<file path="src/rtl/spi_reg_pkg.sv">
// -----------------------------------------------------------------------------
// spi_reg_pkg
// Shared definitions for the SPI register bridge: parser state encodings,
// command byte layout and error codes.
// -----------------------------------------------------------------------------
package spi_reg_pkg;

  // Parser states, kept as plain 3-bit constants so legacy code that compares
  // raw state values keeps working.
  typedef logic [2:0] state_t;

  localparam state_t ST_IDLE    = 3'd0;
  localparam state_t ST_CMD     = 3'd1;
  localparam state_t ST_ADDR    = 3'd2;
  localparam state_t ST_WDATA   = 3'd3;
  localparam state_t ST_RD_REQ  = 3'd4;
  localparam state_t ST_RD_WAIT = 3'd5;
  localparam state_t ST_RD_SEND = 3'd6;
  localparam state_t ST_DROP    = 3'd7;

  // Command byte layout.
  localparam int         CMD_RD_BIT   = 7;
  localparam int         CMD_AI_BIT   = 6;
  localparam logic [7:0] CMD_RSV_MASK = 8'h3F;

  // Values reported on err_code.
  typedef enum logic [2:0] {
    ERR_NONE    = 3'd0,
    ERR_BAD_CMD = 3'd1,
    ERR_SHORT   = 3'd2,
    ERR_RD_TMO  = 3'd3,
    ERR_TX_UDR  = 3'd4
  } err_code_t;

  // A command is rejected when any reserved bit is set.
  function automatic logic cmd_is_bad(input logic [7:0] cmd);
    return (cmd & CMD_RSV_MASK) != 8'h00;
  endfunction

endpackage

</file>
<file path="src/rtl/spi_tx_word_shifter.sv">
// -----------------------------------------------------------------------------
// spi_tx_word_shifter
// Holds one register word for transmission and hands it out one byte at a
// time, most significant byte first.
//
// Ports:
//   clock, rst_n  system clock, asynchronous active-low reset
//   load          capture load_word and restart at its MSB byte
//   load_word     word to transmit (DATA_BYTES bytes)
//   pop           advance to the next byte
//   cur_byte      byte currently at the head of the word
//   last          cur_byte is the final byte of the word
// -----------------------------------------------------------------------------
module spi_tx_word_shifter
  import spi_reg_pkg::*;
#(
  parameter  int DATA_BYTES = 1,
  localparam int DATA_W     = 8 * DATA_BYTES
) (
  input  logic              clock,
  input  logic              rst_n,
  input  logic              load,
  input  logic [DATA_W-1:0] load_word,
  input  logic              pop,
  output logic [7:0]        cur_byte,
  output logic              last
);

  localparam logic [7:0] LAST_IDX = 8'(DATA_BYTES - 1);

  logic [DATA_W-1:0] shreg;
  logic [7:0]        idx;

  always_ff @(posedge clock or negedge rst_n) begin
    if (!rst_n) begin
      shreg <= '0;
      idx   <= '0;
    end else if (load) begin
      shreg <= load_word;
      idx   <= '0;
    end else if (pop) begin
      shreg <= shreg << 8;
      idx   <= last ? 8'd0 : idx + 8'd1;
    end
  end

  assign cur_byte = shreg[DATA_W-1 -: 8];
  assign last     = (idx == LAST_IDX);

endmodule

</file>
<file path="src/rtl/spi_reg_bridge.sv">
// -----------------------------------------------------------------------------
// spi_reg_bridge
// Decodes framed commands from the SPI slave PHY rx byte stream and turns them
// into register bus writes and reads. Frame: command byte, ADDR_BYTES address
// bytes (MSB first), then either write words (DATA_BYTES each, MSB first) or
// dummy bytes while read data is returned on the tx side.
//
// Ports:
//   clock, rst_n        system clock, asynchronous active-low reset
//   rx_stream_sof/eof   frame start / end pulses (cs_n edges)
//   rx_stream_data/vld  received byte and its one-cycle valid
//   tx_send_flag        PHY asks for the next tx byte
//   tx_send_data/valid  tx byte answering a flag, valid one cycle later
//   tx_empty            PHY tx shifter idle
//   reg_wr / reg_rd     one-cycle register write / read strobes
//   reg_addr/reg_wdata  transaction address and write data
//   reg_rdata/rvalid    read data and its one-cycle valid
//   err_pulse/err_code  one-cycle error pulse and sticky last error code
// -----------------------------------------------------------------------------
module spi_reg_bridge
  import spi_reg_pkg::*;
#(
  parameter  int         ADDR_BYTES = 2,
  parameter  int         DATA_BYTES = 1,
  parameter  int         RD_TIMEOUT = 255,
  parameter  logic [7:0] IDLE_BYTE  = 8'hFF,
  localparam int         ADDR_W     = 8 * ADDR_BYTES,
  localparam int         DATA_W     = 8 * DATA_BYTES
) (
  input  logic              clock,
  input  logic              rst_n,
  input  logic              rx_stream_sof,
  input  logic [7:0]        rx_stream_data,
  input  logic              rx_stream_vld,
  input  logic              rx_stream_eof,
  input  logic              tx_send_flag,
  output logic [7:0]        tx_send_data,
  output logic              tx_send_valid,
  input  logic              tx_empty,
  output logic              reg_wr,
  output logic              reg_rd,
  output logic [ADDR_W-1:0] reg_addr,
  output logic [DATA_W-1:0] reg_wdata,
  input  logic [DATA_W-1:0] reg_rdata,
  input  logic              reg_rvalid,
  output logic              err_pulse,
  output logic [2:0]        err_code
);

  localparam logic [7:0]  ADDR_LAST = 8'(ADDR_BYTES - 1);
  localparam logic [7:0]  DATA_LAST = 8'(DATA_BYTES - 1);
  localparam logic [15:0] TMO_LOAD  = 16'(RD_TIMEOUT);

  state_t            state;
  logic [7:0]        byte_cnt;
  logic              cmd_rd;
  logic              cmd_ai;
  logic [DATA_W-1:0] wshift;
  logic [15:0]       tmo_cnt;

  logic              frame_evt;
  logic              rx_byte;
  logic              partial;
  logic              rd_done;
  logic              phy_busy;
  logic              err_short;
  logic              err_bad;
  logic              err_tmo;
  logic              err_udr;
  logic              err_any;
  err_code_t         err_sel;

  logic              tx_load;
  logic [DATA_W-1:0] tx_word;
  logic              tx_pop;
  logic [7:0]        tx_byte;
  logic              tx_last;

  // Frame boundaries pre-empt byte processing; a byte arriving with sof/eof
  // is not part of either frame.
  assign frame_evt = rx_stream_sof | rx_stream_eof;
  assign rx_byte   = rx_stream_vld & ~frame_evt;

  // Any address phase is incomplete by definition; a write phase is only
  // incomplete once part of a word has been shifted in.
  assign partial   = (state == ST_ADDR) || ((state == ST_WDATA) && (byte_cnt != 8'd0));

  // The wait ends on returned data or when the counter is about to hit zero.
  assign rd_done   = ~frame_evt && (state == ST_RD_WAIT) &&
                     (reg_rvalid || (tmo_cnt == 16'd1));

  // A flag always means the PHY is shifting; an idle PHY with no flag never
  // counts as an underrun.
  assign phy_busy  = tx_send_flag | ~tx_empty;

  // With sof and eof together, eof closes the old frame (possibly reporting
  // it short) and sof then opens from IDLE, so one check covers both orders.
  assign err_short = frame_evt & partial;
  assign err_bad   = rx_byte && (state == ST_CMD) && cmd_is_bad(rx_stream_data);
  assign err_tmo   = rd_done && !reg_rvalid;
  assign err_udr   = tx_send_flag && phy_busy &&
                     ((state == ST_RD_REQ) || (state == ST_RD_WAIT));

  always_comb begin
    // NOTE: every signal written here gets a default first, so no path can
    // leave it holding a value and infer a latch.
    err_any = 1'b0;
    err_sel = ERR_NONE;
    if (err_short) begin
      err_any = 1'b1;
      err_sel = ERR_SHORT;
    end else if (err_bad) begin
      err_any = 1'b1;
      err_sel = ERR_BAD_CMD;
    end else if (err_tmo) begin
      err_any = 1'b1;
      err_sel = ERR_RD_TMO;
    end else if (err_udr) begin
      err_any = 1'b1;
      err_sel = ERR_TX_UDR;
    end
  end

  // A timed-out read returns all-ones so the host sees a recognisable value.
  assign tx_load = rd_done;
  assign tx_word = reg_rvalid ? reg_rdata : {DATA_W{1'b1}};
  assign tx_pop  = tx_send_flag && (state == ST_RD_SEND);

  spi_tx_word_shifter #(
    .DATA_BYTES (DATA_BYTES)
  ) u_tx_shifter (
    .clock     (clock),
    .rst_n     (rst_n),
    .load      (tx_load),
    .load_word (tx_word),
    .pop       (tx_pop),
    .cur_byte  (tx_byte),
    .last      (tx_last)
  );

  // NOTE: all state here uses non-blocking assignments so every register
  // samples the pre-edge values regardless of statement order.
  always_ff @(posedge clock or negedge rst_n) begin
    if (!rst_n) begin
      state         <= ST_IDLE;
      byte_cnt      <= '0;
      cmd_rd        <= 1'b0;
      cmd_ai        <= 1'b0;
      wshift        <= '0;
      tmo_cnt       <= '0;
      reg_addr      <= '0;
      reg_wdata     <= '0;
      reg_wr        <= 1'b0;
      reg_rd        <= 1'b0;
      tx_send_data  <= IDLE_BYTE;
      tx_send_valid <= 1'b0;
      err_pulse     <= 1'b0;
      err_code      <= ERR_NONE;
    end else begin
      reg_wr        <= 1'b0;
      reg_rd        <= 1'b0;
      err_pulse     <= err_any;
      if (err_any) begin
        err_code <= err_sel;
      end

      // Every flag is answered one cycle later: real data only in RD_SEND.
      tx_send_valid <= tx_send_flag;
      if (tx_send_flag) begin
        tx_send_data <= (state == ST_RD_SEND) ? tx_byte : IDLE_BYTE;
      end

      // Advance the burst address after the strobe so reg_addr is stable
      // during the write it belongs to.
      if (reg_wr && cmd_ai) begin
        reg_addr <= reg_addr + 1'b1;
      end

      if (frame_evt) begin
        state    <= rx_stream_sof ? ST_CMD : ST_IDLE;
        byte_cnt <= '0;
      end else begin
        case (state)
          ST_CMD: begin
            if (rx_stream_vld) begin
              cmd_rd   <= rx_stream_data[CMD_RD_BIT];
              cmd_ai   <= rx_stream_data[CMD_AI_BIT];
              byte_cnt <= '0;
              state    <= cmd_is_bad(rx_stream_data) ? ST_DROP : ST_ADDR;
            end
          end

          ST_ADDR: begin
            if (rx_stream_vld) begin
              reg_addr <= ADDR_W'({reg_addr, rx_stream_data});
              if (byte_cnt == ADDR_LAST) begin
                byte_cnt <= '0;
                state    <= cmd_rd ? ST_RD_REQ : ST_WDATA;
              end else begin
                byte_cnt <= byte_cnt + 8'd1;
              end
            end
          end

          ST_WDATA: begin
            if (rx_stream_vld) begin
              wshift <= DATA_W'({wshift, rx_stream_data});
              if (byte_cnt == DATA_LAST) begin
                reg_wdata <= DATA_W'({wshift, rx_stream_data});
                reg_wr    <= 1'b1;
                byte_cnt  <= '0;
              end else begin
                byte_cnt <= byte_cnt + 8'd1;
              end
            end
          end

          ST_RD_REQ: begin
            reg_rd  <= 1'b1;
            tmo_cnt <= TMO_LOAD;
            state   <= ST_RD_WAIT;
          end

          ST_RD_WAIT: begin
            if (rd_done) begin
              state <= ST_RD_SEND;
            end else begin
              tmo_cnt <= tmo_cnt - 1'b1;
            end
          end

          ST_RD_SEND: begin
            // Once the word is drained, prefetch the next (or same) address.
            if (tx_send_flag && tx_last) begin
              if (cmd_ai) begin
                reg_addr <= reg_addr + 1'b1;
              end
              state <= ST_RD_REQ;
            end
          end

          default: begin
            // IDLE and DROP wait for the next frame boundary.
          end
        endcase
      end
    end
  end

endmodule

</file>
<file path="config.mk">
export PLATFORM = sky130hd
export DESIGN_NAME = spi_reg_bridge
export DESIGN_NICKNAME = d
export VERILOG_FILES = /design/src/rtl/spi_reg_pkg.sv /design/src/rtl/spi_tx_word_shifter.sv /design/src/rtl/spi_reg_bridge.sv
export SDC_FILE = /design/constraint.sdc
export NUM_CORES = 1
export LEC_CHECK = 0
export BUFFER_PORTS_ARGS = -buffer_cell sky130_fd_sc_hd__buf_2
export CAP_MARGIN = 40
export CORE_MARGIN = 2
export CORE_UTILIZATION = 53
export DETAILED_ROUTE_END_ITERATION = 12
export MAX_ROUTING_LAYER = met4
export PLACE_DENSITY = 0.77
export RECOVER_POWER = 25
export SYNTH_ARGS = -nofsm -noshare
export SYNTH_HDL_FRONTEND = slang
export SYNTH_SLANG_ARGS = --single-unit
export TNS_END_PERCENT = 20
</file>
<file path="constraint.sdc">
create_clock -name clock -period 1.9 [get_ports clock]
set_input_delay 0.285 -clock clock [delete_from_list [all_inputs] [get_ports clock]]
set_output_delay 0.285 -clock clock [all_outputs]
set_load 0.05 [all_outputs]
</file>
# Yosys cells after proc, flatten, opt, wreduce, memory -nomap -nowiden
# Cells that the tools add are included.
[word_totals] out_inout_bits=39 word_cells=114 regBits=84 in_bits=24
[classes] mux=46 bitwise_logic=6 eq_ne=15 n_addsub=4 n_reduce_logical=28
[op_table] cell="two-way mux 8 bit" n=13
[op_table] cell="two-way mux 16 bit" n=6
[op_table] cell="one-hot mux 16 bit (2 select lines)" n=2
[op_table] cell="two-way mux 3 bit" n=12
[op_table] cell="one-hot mux 8 bit (3 select lines)" n=1
[op_table] cell="adder 16 x 1 -> 16 bit, second input constant" n=1
[op_table] cell="adder 8 x 1 -> 8 bit, second input constant" n=2
[op_table] cell="equality test 16 x 1 -> 1 bit, second input constant" n=1
[op_table] cell="logical NOT 8 bit" n=2
[op_table] cell="nonzero test 8 bit" n=2
[op_table] cell="subtractor 16 x 1 -> 16 bit, second input constant" n=1
[op_table] cell="one-hot mux 3 bit (5 select lines)" n=1
[op_table] cell="inequality test 3 bit, second input constant" n=4
[op_table] cell="logical AND 1 bit" n=11
[op_table] cell="two-way mux 1 bit" n=11
[op_table] cell="equality test 3 bit, second input constant" n=3
[op_table] cell="equality test 8 x 1 -> 1 bit, second input constant" n=1
[op_table] cell="AND reduction 4 bit" n=2
[op_table] cell="equality test 3 x 2 -> 1 bit, second input constant" n=2
[op_table] cell="inequality test 3 x 2 -> 1 bit, second input constant" n=2
[op_table] cell="AND reduction 3 bit" n=2
[op_table] cell="AND reduction 6 bit" n=1
[op_table] cell="nonzero test 6 bit" n=1
[op_table] cell="nonzero test 2 bit" n=2
[op_table] cell="other kinds (8)" n=13

# Depth between registers and ports, before layout
# Gate-level depths: netlist (run 1).
[logic_depth] ltp_word=8 ltp_mapped=9

# By module
# From an unflattened synthesis (run 1), not the netlist that was laid out.
[hier_totals] hier_cells=541 area_unflattened_um2=4901.0
[by_module_without_submodules] module="spi_reg_bridge" seq_area_each_um2=1711.6 area_per_inst_um2=4164.0 n_inst=1 cells_per_inst=476
[by_module_without_submodules] module="spi_tx_word_shifter" seq_area_each_um2=400.4 area_per_inst_um2=737.0 n_inst=1 cells_per_inst=65

# Worst setup path after synthesis (run 1)
# No wires, ideal clock.
[synth_path] kind="register -> register" startpoint="register reg_addr[7]" endpoint="register reg_addr[15]" arrival_ns=2.272 setup_ns=0.067 slack_ns=-0.439 path_stages_with_launch=7 period_less_slack_ns=2.339 cell_sequence="dfrtp_1 buf_2 nand4_2 or4_4 or4_1 a21oi_1 a221o_1"
[synth_between] elab_chain_cells=6 elab_cells_between_ends=7
[synth_rtl] element="from (decl)" line="spi_reg_bridge.sv:42" rtl="output logic [ADDR_W-1:0] reg_addr,"
[synth_rtl] element="from (signal assigned)" line="spi_reg_bridge.sv:176" rtl="reg_addr <= reg_addr + 1'b1;"
[synth_rtl] element="from (signal assigned)" line="spi_reg_bridge.sv:195" rtl="reg_addr <= ADDR_W'({reg_addr, rx_stream_data});"
[synth_rtl] element="from (signal assigned)" line="spi_reg_bridge.sv:236" rtl="reg_addr <= reg_addr + 1'b1;"
[synth_rtl] element="adder 16 x 1 -> 16 bit" line="spi_reg_bridge.sv:176, spi_reg_bridge.sv:236"
[synth_rtl] element="two-way mux 16 bit" line="spi_reg_bridge.sv:175" rtl="if (reg_wr && cmd_ai) begin"
[synth_rtl] element="two-way mux 16 bit" line="spi_reg_bridge.sv:235" rtl="if (cmd_ai) begin"
[synth_rtl] element="two-way mux 16 bit" line="spi_reg_bridge.sv:234" rtl="if (tx_send_flag && tx_last) begin"
[synth_rtl] element="one-hot mux 16 bit (2 select lines)" line="spi_reg_bridge.sv:183" rtl="case (state)"
[synth_rtl] element="two-way mux 16 bit *" line="spi_reg_bridge.sv:179" rtl="if (frame_evt) begin"
# Every way passes the cells marked *; elsewhere a longest branch is shown, timed or not.
# A chain may end at the register's enable or synchronous reset.

# Worst setup path in the final report (run 1)
[layout_path] startpoint="register tmo_cnt[1]" endpoint="register tmo_cnt[7]"
[layout_between] elab_chain_cells=5 elab_cells_between_ends=8
[layout_rtl] element="from (decl)" line="spi_reg_bridge.sv:59" rtl="logic [15:0] tmo_cnt;"
[layout_rtl] element="from (signal assigned)" line="spi_reg_bridge.sv:228" rtl="tmo_cnt <= tmo_cnt - 1'b1;"
[layout_rtl] element="branches (longest 5 deep; another with subtractor 16 x 1 -> 16 bit)"
# Several ways; the timed one is not identified. The select of a mux whose other input is x is not followed.

==> results.ini, run 1 <==
[power_and_ir_drop]
peakVddDrop_mv = 0.532
powerDensity_nw_per_um2 = 1030
finalPower_mw = 6.76
p_leak_nw = 2.94

[sta]
slew_viol_final = 0
worst_slack_ps = -184
slew_headroom_pct = 22.3
rsz0062_at_grt = yes
fmax_mhz = 480
setup_viol = 33
fin_skew_ps = 12.1
period_share_pct = 110
fin_crit_ps = 2080
finalHoldViolations = 0
worst_pin_slew_ps = 1170
tns_ps = -3340
hold_ws_ps = 131

[final_layout]
antenna_cells = 0
n_fill_cell = 660
fin_nets = 725
syn_to_final_growth_pct = 32.7
layout-drive-gt1-share_pct = 39.8

[critical_path]
arrival_ps = 2340
end_kind = flip-flop
reg2regPathDepth = 7
cp_slowest_cell = or4b_4
path_depth = 7
crit_required_ps = 2150
crit_fanout = 3
slowest_delay_ps = 500
crit_type = flip-flop to flip-flop
crit_buf_inv = 1
critPathLaunch = tmo_cnt[1]
start_kind = flip-flop
r2r-start = tmo_cnt[1]
path_cells = inv_2, ha_1, nor4b_1, nand4b_1, or4b_4, o31a_1, or3_1
cp_top_family = simple AND/OR/NAND/NOR gates

[floorplan]
die_w_um = 101
die_area_um2 = 10100
start_util_pct = 54.1
rows = 35
io_pins = 63
core-area_um2 = 9150
die_h_um = 101

[worst_hold_path]
hp-class = input port to flip-flop
whs_path_depth = 3
min-delay-start = reg_rdata[6]

[run]
maxCapViolCount = 0

[logic_synthesis]
yosysWarnings = 0
synth_ff_type = dfrtp_1
synth-seq-cells = 84
seq_area_frac_synth_pct = 42.6
synth.net_count = 576
synth_edf_count = 0
synth.area.top_cells = dfrtp_1 (38%), dfstp_2 (4.2%), nor2_1 (4.0%), nand2_1 (3.9%), o21ai_0 (3.8%)
syn-cell-area_um2 = 4950
async_flop_share_pct = 100
synth_top_area_share_pct = 38.4
ys_types = 68
postSynthAreaPerCell_um2 = 9.11
syn_inst = 544
synth_top_area_cell = dfrtp_1

[clock_tree]
clock_latency_ps = 360
cts.path.max_buffers = 2
clk_pin_slew_ps = 100
clkSinkCount = 84
htree_levels = 3
cts_root_buffer = clkbuf_8
numCtsBuffers = 9
cts_tree = yes

[routing]
drtIter0Drc = 320
wl_per_cell_um = 17.6
ant_nets = 0
drt-total-wl_um = 14300
via_per_inst = 6.19
drc = 0
first_pass_iters = 4
vias = 5011

[run_status]
status = finished with violations
violations = negative setup slack

[placed_design]
dp_slack_ps = -206
dpl.hpwl_um = 10100
place.gp.congestion = 0.978
io_buffers = 61

[global_routing]
globalRoute.totalOverflow = 0
grt_pass1_vias = 4908
grt_pass1_wl_um = 22600
grt.total_usage_pct = 28.9
grt_start_max_net_pins = 43
grt_antenna_before_repair = 0

routing by layer:
| layer | track usage (%) | up-vias | part of all wire, % |
|---|---|---|---|
| met4 | 13.1 | 0 | 2.5 |
| met2 | 48.3 | 236 | 52 |
| met5 | - | - | 0 |
| met1 | 34.5 | 2441 | 39 |
| met3 | 4.51 | 38 | 6.7 |
| li1 | - | 2296 | - |
metrics by stage:
stage / cells / area, um2 / util, %
detailed placement: 784 / 6090 / 66.5
finish: 809 / 6580 / 71.8
global placement: 784 / 6090 / 66.5
floorplan: 544 / 5030 / -
global route: 809 / 6580 / 71.8
CTS: 805 / 6420 / 70.2
final cells by class:
| cell class | count | area (um2) | area share [%] |
|---|---|---|---|
| Sequential cell | 84 | 2130 | 32.4 |
| Inverter | 16 | 60.1 | 0.913 |
| Clock buffer | 11 | 151 | 2.30 |
| Clock inverter | 5 | 63.8 | 0.971 |
| Multi-Input combinational cell | 412 | 2860 | 43.5 |
| Timing Repair Buffer | 170 | 1170 | 17.8 |
| Tap cell | 111 | 139 | 2.11 |
final timing paths:
kind	endpoint	slack, ps
max	tmo_cnt[7]	-180
min	u_tx_shifter.cur_byte[6]	130
max reg2reg	tmo_cnt[7]	-180
min reg2reg	tx_send_data[4]	490
max in group asynchronous	tx_send_data[0]	250
min in group asynchronous	tmo_cnt[10]	660
state kept, by name, indices dropped and copies added, names as in the netlist:
signal	cells
state	3
reg_wdata	8
tx_send_valid	1
reg_addr	16
tmo_cnt	16
cmd_rd	1
err_pulse	1
err_code	3
byte_cnt	8
cmd_ai	1
u_tx_shifter.cur_byte	8
reg_rd	1
tx_send_data	8
reg_wr	1
u_tx_shifter.idx	8
report_power, final:
part,switching [mW],internal [mW]
clock network,0.705,0.694
logic,1.66,1.16
registers,0.372,2.17
total,2.74,4.02
synth_stat cells (9+ instances only):
library cell  instances
nand2_1              52
buf_2                11
a21oi_1              27
xor2_1               17
and3_1               11
nor2_1               53
dfrtp_1              76
xnor2_1              11
mux2_2               11
inv_1                15
clkbuf_1             15
nor4_1                9
nand3_1              28
nor3_1               11
nand4_1              18
o21ai_0              38
cells in the final DEF (no fill, tap or decap), drive strengths merged, types with 8 or more instances in the layout:
master and n:
a21oi 28, nand2 52, xnor2 11, dfstp 8, nor4 12, mux2 11, nand3 28, o31ai 8
dfrtp 76, xor2 17, ha 8, o21ai 39, and3 11, or4 8, nand4 19, nor2 53
clkbuf 13, nor3 11, buf 167, inv 18
repair_timing:
item,CTS,global route
buffers inserted,4,4
hold buffers,1,0
endpoints found under the setup margin,57,64
pin swaps,10,24
resized for setup,22,41
hold endpoints to repair,19,0
tightest hold or removal path, cell delays in order:
cell,delay [ps]
buf_2,70
o21ai_0,60
nand2_1,50
cells by family (layout without fill, tap and decap cells):
group / after synthesis / count (layout) / synth area share (%)
XOR/XNOR: 28 / 28 / 4.95
multiplexers: 15 / 15 / 3.31
AND/OR/NAND/NOR: 236 / 236 / 26.1
flip-flops: 84 / 84 / 42.6
AO/OA/AOI/OAI: 125 / 125 / 16.6
adder cells (fa/ha/maj): 8 / 8 / 2.02
buffers and inverters: 48 / 202 / 4.34
No activity file was read; power rests on OpenSTA's default activity.
==> run 2, diff against run 1 <==
--- a/config.mk
+++ b/config.mk
@@ -10,6 +10,7 @@
 export CORE_MARGIN = 2
 export CORE_UTILIZATION = 53
 export DETAILED_ROUTE_END_ITERATION = 12
+export GPL_TIMING_DRIVEN = 0
 export MAX_ROUTING_LAYER = met4
 export PLACE_DENSITY = 0.77
 export RECOVER_POWER = 25
==> run 2 against run 1 <==
Effect of this change:
- the flow still finishes with violations (negative setup slack)
- clock-buffer cell count is 1 higher
- clock power is 19% lower
- combinational power is 12% lower
- sequential power is 5% higher
- critical path depth stayed put
- worst setup slack worse by 120 ps
- final cell count is 6.4% lower
- maximum frequency is 5.3% lower
- register-to-register slack worse by 120 ps
- core utilization is 5.2 points lower
- first-iteration DRC count is 17% higher
==> results.ini, run 2 (synthesis results as in run 1) <==
[sta]
slew_headroom_pct = 23.3  ; +0.99 points
period_share_pct = 116  ; +6.1 points
setup_viol = 48  ; +45%
fin_skew_ps = 10.4  ; -1.70 ps
fmax_mhz = 454  ; -5.3%
hold_ws_ps = 116  ; -14.1 ps
fin_crit_ps = 2200  ; +117 ps
tns_ps = -7450  ; -4110 ps
worst_pin_slew_ps = 1150  ; -14.9 ps
worst_slack_ps = -301  ; -117 ps
slew_viol_final = 0  ; unchanged
rsz0062_at_grt = yes
finalHoldViolations = 0  ; unchanged

[floorplan]
die_w_um = 101  ; unchanged
core-area_um2 = 9150  ; unchanged
die_h_um = 101  ; unchanged
start_util_pct = 54.1  ; unchanged
rows = 35  ; unchanged
io_pins = 63  ; unchanged
die_area_um2 = 10100  ; unchanged

[critical_path]
path_cells = or4_4, nand4b_1, buf_6, a21o_1, buf_6, o32ai_2, nand3b_1
cp_slowest_cell = or4_4
critPathLaunch = tmo_cnt[7]
start_kind = flip-flop
end_kind = flip-flop
reg2reg_slack_ps = -300  ; -120 ps
crit_type = flip-flop to flip-flop
reg2regPathDepth = 7  ; unchanged
arrival_ps = 2510  ; +170 ps
timing.critical_path.mode_cell = buf_6
cp_top_family = simple AND/OR/NAND/NOR gates
crit_fanout = 10  ; +7
crit_required_ps = 2200  ; +50 ps
slowest_delay_ps = 600  ; +100 ps
crit_buf_inv = 2  ; +1
r2r-end = err_pulse
r2r-start = tmo_cnt[7]

[placed_design]
placed_area_um2 = 5510  ; -9.5%
dpl.hpwl_um = 9140  ; -9.3%
io_buffers = 61  ; unchanged
place.gp.congestion = 0.935  ; -4.5%
placedCellCount = 718  ; -8.4%
dp_slack_ps = -504  ; -298 ps

[global_routing]
grt.total_usage_pct = 28.0  ; -0.92 points
grt_antenna_before_repair = 0  ; unchanged
grt_pass1_wl_um = 21800  ; -3.5%
grt_pass1_vias = 4405  ; -10%
grt_start_max_net_pins = 66  ; +53%
globalRoute.totalOverflow = 0  ; unchanged

[clock_tree]
cts_tree = yes
clk_pin_slew_ps = 80  ; -20 ps
numCtsBuffers = 9  ; unchanged
clock_latency_ps = 370  ; about the same
cts_root_buffer = clkbuf_8
htree_levels = 3  ; unchanged
cts.path.max_buffers = 2  ; unchanged
clkSinkCount = 84  ; unchanged

[worst_hold_path]
whs_endpoint = tx_send_valid
whs_path_depth = 1  ; -2
min-delay-start = tx_send_flag
hp-class = input port to flip-flop

[run_status]
violations = negative setup slack
status = finished with violations

[power_and_ir_drop]
clockPowerShare_pct = 18.2  ; -2.5 points
p_comb_share_pct = 39.6  ; -2.2 points
swShare_pct = 42.0  ; +1.5 points
intPower_mw = 3.65  ; -9.3%
p_leak_nw = 2.63  ; -11%
pwr-share-seq_pct = 42.3  ; +4.8 points
powerDensity_nw_per_um2 = 1030  ; +0.21%
p_sw_mw = 2.64  ; -3.7%
peakVddDrop_mv = 0.543  ; +2.2%

[final_layout]
final_cell_mix = buf_2 (63), dfrtp_1 (57), nor2_1 (48)
layout-drive-gt1-share_pct = 33.7  ; -6.1 points
reg_top3 = reg_addr: 16 flops, tmo_cnt: 16 flops
final_cell_area_um2 = 6100  ; -7.3%
final_common_cell = buf_2
syn_to_final_growth_pct = 23.1
antenna_cells = 0  ; unchanged
fin_nets = 673  ; -7.2%
n_fill_cell = 730  ; +11%
final_cells = 757  ; -6.4%

[routing]
wl_per_cell_um = 17.9  ; +1.5%
ant_nets = 0  ; unchanged
drc = 0  ; unchanged
drtIter0Drc = 373  ; +17%
drt-total-wl_um = 13600  ; -5.0%
first_pass_iters = 5  ; +1
vias = 4697  ; -6.3%
via_per_inst = 6.20  ; +0.17%

[run]
maxCapViolCount = 0  ; unchanged

==> run 2: changes by cell type in the layout (fill, tap and decap cells not counted), sizes merged <==
cell / delta
clkinv: +2
buf: -65
clkbuf: +14
bufinv: -1
inv: -2
==> run 2: repair_timing <==
item,4_1_cts,5_1_grt
gates resized for setup,44,38
hold buffers,1,0
endpoints found under the setup margin,65,67
pin swaps,17,11
buffers inserted,16,12
hold endpoints to repair,19,0
==> run 2: final cells by class <==
class                   count  area (um2)  share of cell area, %
flip-flops and latches     84        2140                   35.1
well taps                 111         139                   2.28
plain buffers              26         191                   3.14
repair buffers             92         548                   8.99
clock inverters             4        26.3                  0.431
inverters                  16        60.1                  0.985
multi-input cells         412        2860                   46.9
clock buffers              12         135                   2.22
==> run 2: worst reg2reg max path, cell delays in order, from the launching register on <==
cell and delay, ps:
dfrtp_1 440, or4_4 600, nand4b_1 270, buf_6 200, a21o_1 180, buf_6 140
o32ai_2 150, nand3b_1 150
==> run 2: worst max path at each step <==
stage	end	slack [ps]	depth (start not counted)
2_1_floorplan	reg_addr[15]	-240	6
3_3_place_gp	reg_addr[11]	-460	8
3_5_place_dp	reg_addr[11]	-500	8
5_1_grt	tmo_cnt[2]	-380	7
4_1_cts	tmo_cnt[7]	-320	6
6_report	err_pulse	-300	7
==> run 2: per-stage QoR <==
stage	util, %	power [mW]
final	66.6	6.28
after global routing	66.6	6.63
after CTS	64.8	6.10
after detailed placement	60.2	4.82
after global placement	59.9	4.72
after floorplan	-	4.23
==> run 2: power by group through the flow <==
stage / Combinational, mW / Sequential [mW] / Clock (mW)
finish: 2.49 / 2.66 / 1.14
global placement: 2.14 / 2.58 / 0
detailed placement: 2.21 / 2.61 / 0
global route: 2.68 / 2.71 / 1.24
CTS: 2.35 / 2.60 / 1.15
floorplan: 1.14 / 3.09 / 0
==> run 2: layer usage <==
layer	up-vias	routed length [um]	track usage, %
met2	178	6650	43.5
li1	2195	-	-
met1	2285	5800	37.1
met3	39	757	4.58
met4	0	348	10.3
met5	-	0	-
==> run 3, diff against run 2 <==
--- a/config.mk
+++ b/config.mk
@@ -8,11 +8,11 @@
 export BUFFER_PORTS_ARGS = -buffer_cell sky130_fd_sc_hd__buf_2
 export CAP_MARGIN = 40
 export CORE_MARGIN = 2
-export CORE_UTILIZATION = 53
+export CORE_UTILIZATION = 55
 export DETAILED_ROUTE_END_ITERATION = 12
 export GPL_TIMING_DRIVEN = 0
 export MAX_ROUTING_LAYER = met4
-export PLACE_DENSITY = 0.77
+export PLACE_DENSITY = 0.76
 export RECOVER_POWER = 25
 export SYNTH_ARGS = -nofsm -noshare
 export SYNTH_HDL_FRONTEND = slang
==> constraint.sdc (replaced) <==
create_clock -name clock -period 2.2 [get_ports clock]
set_input_delay 0.33 -clock clock [delete_from_list [all_inputs] [get_ports clock]]
set_output_delay 0.33 -clock clock [all_outputs]
set_load 0.05 [all_outputs]
==> run 3 against run 2 <==
Effect of this change:
- the run still ends with negative setup slack left
- sequential share of layout area is 1.8 points higher
- clock-buffer cell count unchanged
- critical path depth is 1 lower
- register-to-register slack improved by 270 ps
- final cell count fell by 2.9%
- critical path type unchanged
- largest cell class unchanged
==> results.ini, run 3 (synthesis results as in run 1) <==
[sta]
tns_ps = -83.7  ; +7370 ps
fin_skew_ps = 8.26  ; -2.12 ps
rsz0062_at_grt = yes
fin_crit_ps = 2240  ; +33.9 ps
worst_pin_slew_ps = 783  ; -368 ps
period_share_pct = 102  ; -14 points
slew_viol_final = 0  ; unchanged
finalHoldViolations = 0  ; unchanged
slew_headroom_pct = 47.8  ; +25 points
worst_slack_ps = -35.1  ; +266 ps
fmax_mhz = 447  ; -1.5%
setup_viol = 3  ; -94%

[final_layout]
layout-drive-gt1-share_pct = 26.3  ; -7.4 points
reg_top3 = reg_addr: 16 flops, tmo_cnt: 16 flops
final_cells = 735  ; -2.9%
final_cell_mix = buf_2 (67), dfrtp_1 (65), nand2_1 (51)
syn_to_final_growth_pct = 16.4
fin_nets = 654  ; -2.8%
antenna_cells = 0  ; unchanged
final_common_cell = buf_2

[global_routing]
grt.total_usage_pct = 28.0  ; about the same
grt_start_max_net_pins = 58  ; -12%
grt_pass1_vias = 4380  ; -0.57%
grt_pass1_wl_um = 21700  ; -0.48%
grt_antenna_before_repair = 0  ; unchanged
globalRoute.totalOverflow = 0  ; unchanged

[power_and_ir_drop]
p_leak_nw = 2.50  ; -4.9%
peakVddDrop_mv = 0.449  ; -17%
powerDensity_nw_per_um2 = 907  ; -12%

[critical_path]
crit_required_ps = 2450  ; +250 ps
start_kind = flip-flop
cp_slowest_cell = or4b_4
slowest_delay_ps = 520  ; -80 ps
path_cells = nor4_4, nand4_1, or4b_4, buf_6, o31a_1, or3_1
arrival_ps = 2490  ; -20 ps
crit_fanout = 6  ; -4
crit_type = flip-flop to flip-flop
end_kind = flip-flop
r2r-start = tmo_cnt[1]
critPathLaunch = tmo_cnt[1]

[routing]
wl_per_cell_um = 17.7  ; -1.4%
first_pass_iters = 5  ; unchanged
vias = 4534  ; -3.5%
ant_nets = 0  ; unchanged
drc = 0  ; unchanged
via_per_inst = 6.17  ; -0.58%
drtIter0Drc = 254  ; -32%
drt-total-wl_um = 13000  ; -4.3%

[placed_design]
dp_slack_ps = -250  ; +253 ps
io_buffers = 61  ; unchanged
place.gp.congestion = 0.932  ; -0.26%
placedCellCount = 715  ; -0.42%
dpl.hpwl_um = 9110  ; -0.27%

[floorplan]
die_w_um = 98.9  ; -1.8%
core-area_um2 = 8720  ; -4.7%
die_h_um = 98.9  ; -1.8%
start_util_pct = 56.8  ; +2.7 points
io_pins = 63  ; unchanged
die_area_um2 = 9780  ; -3.5%
rows = 34  ; -2.9%

[clock_tree]
clkSinkCount = 84  ; unchanged
cts_tree = yes
cts.path.max_buffers = 2  ; unchanged
htree_levels = 3  ; unchanged
clk_pin_slew_ps = 90  ; about the same
clock_latency_ps = 370  ; about the same
numCtsBuffers = 9  ; unchanged
cts_root_buffer = clkbuf_8

[run_status]
violations = negative setup slack
status = finished with violations

[run]
maxCapViolCount = 0  ; unchanged

[worst_hold_path]
hp-class = input port to flip-flop
min-delay-start = tx_send_flag

## run 3: cell count changes in the layout (fill, tap and decap cells not counted), moves of 4 or more
cell	before	now
buf_4	29	9
nand2_1	47	51
nand2_2	4	0
dfrtp_1	57	65
o21ai_0	33	37
ha_1	3	7
dfrtp_2	18	11
buf_2	63	67
o21ai_1	6	2
buf_6	9	3
## run 3: worst paths after layout
kind,endpoint,slack [ps],depth (start not counted)
max in group asynchronous,byte_cnt[0],310,3
worst min register to register,tx_send_data[1],490,2
worst max-delay path,tmo_cnt[7],-40,6
worst max register to register,tmo_cnt[7],-40,6
worst min-delay path,tx_send_valid,170,1
min in group asynchronous,tmo_cnt[12],530,2
## run 3: what timing repair did
action / CTS / global route
hold endpoints to repair: 27 / 0
gates cloned: 0 / 0
resized for setup: 7 / 28
hold buffers: 1 / 0
endpoints found under the setup margin: 22 / 42
pin swaps: 2 / 3
setup buffers: 2 / 3
## run 3: critical path: cells and delay by family, from the launching register on
family	cells	cell delay, ps
buf+inv	1	140
compound gates	1	230
simple gates	4	1310
flops	1	450
## run 3: per-stage QoR
stage	hold slack, ps	power, mW	area [um2]	utilization [%]
final	165	5.23	5770	66.1
after global routing	176	5.53	5770	66.1
after CTS	120	5.18	5680	65.2
after detailed placement	284	4.09	5440	62.4
after global placement	470	4.00	5410	62.0
after floorplan	34.4	3.58	4960	-
## run 3: per-layer routing
layer,track usage [%],wire length [um]
met1,38.3,5700
met2,43.3,6310
met3,3.83,720
met4,9.17,243
met5,-,0
## run 3: cell type report
type	instances	area, um2
buffer	30	163
timing repair buffer	69	364
sequential	84	2130
clock buffer	12	155
clock inverter	4	31.3
fill	737	2950
tap	108	135
inverter	16	60.1
multi-input combinational	412	2730
## run 3: report_power, final
part / switching (mW) / leakage (nW) / internal (mW)
Clock: 0.594 / 0.0969 / 0.479
Sequential: 0.372 / 1.05 / 1.86
Combinational: 1.23 / 1.35 / 0.691
Total: 2.20 / 2.50 / 3.03
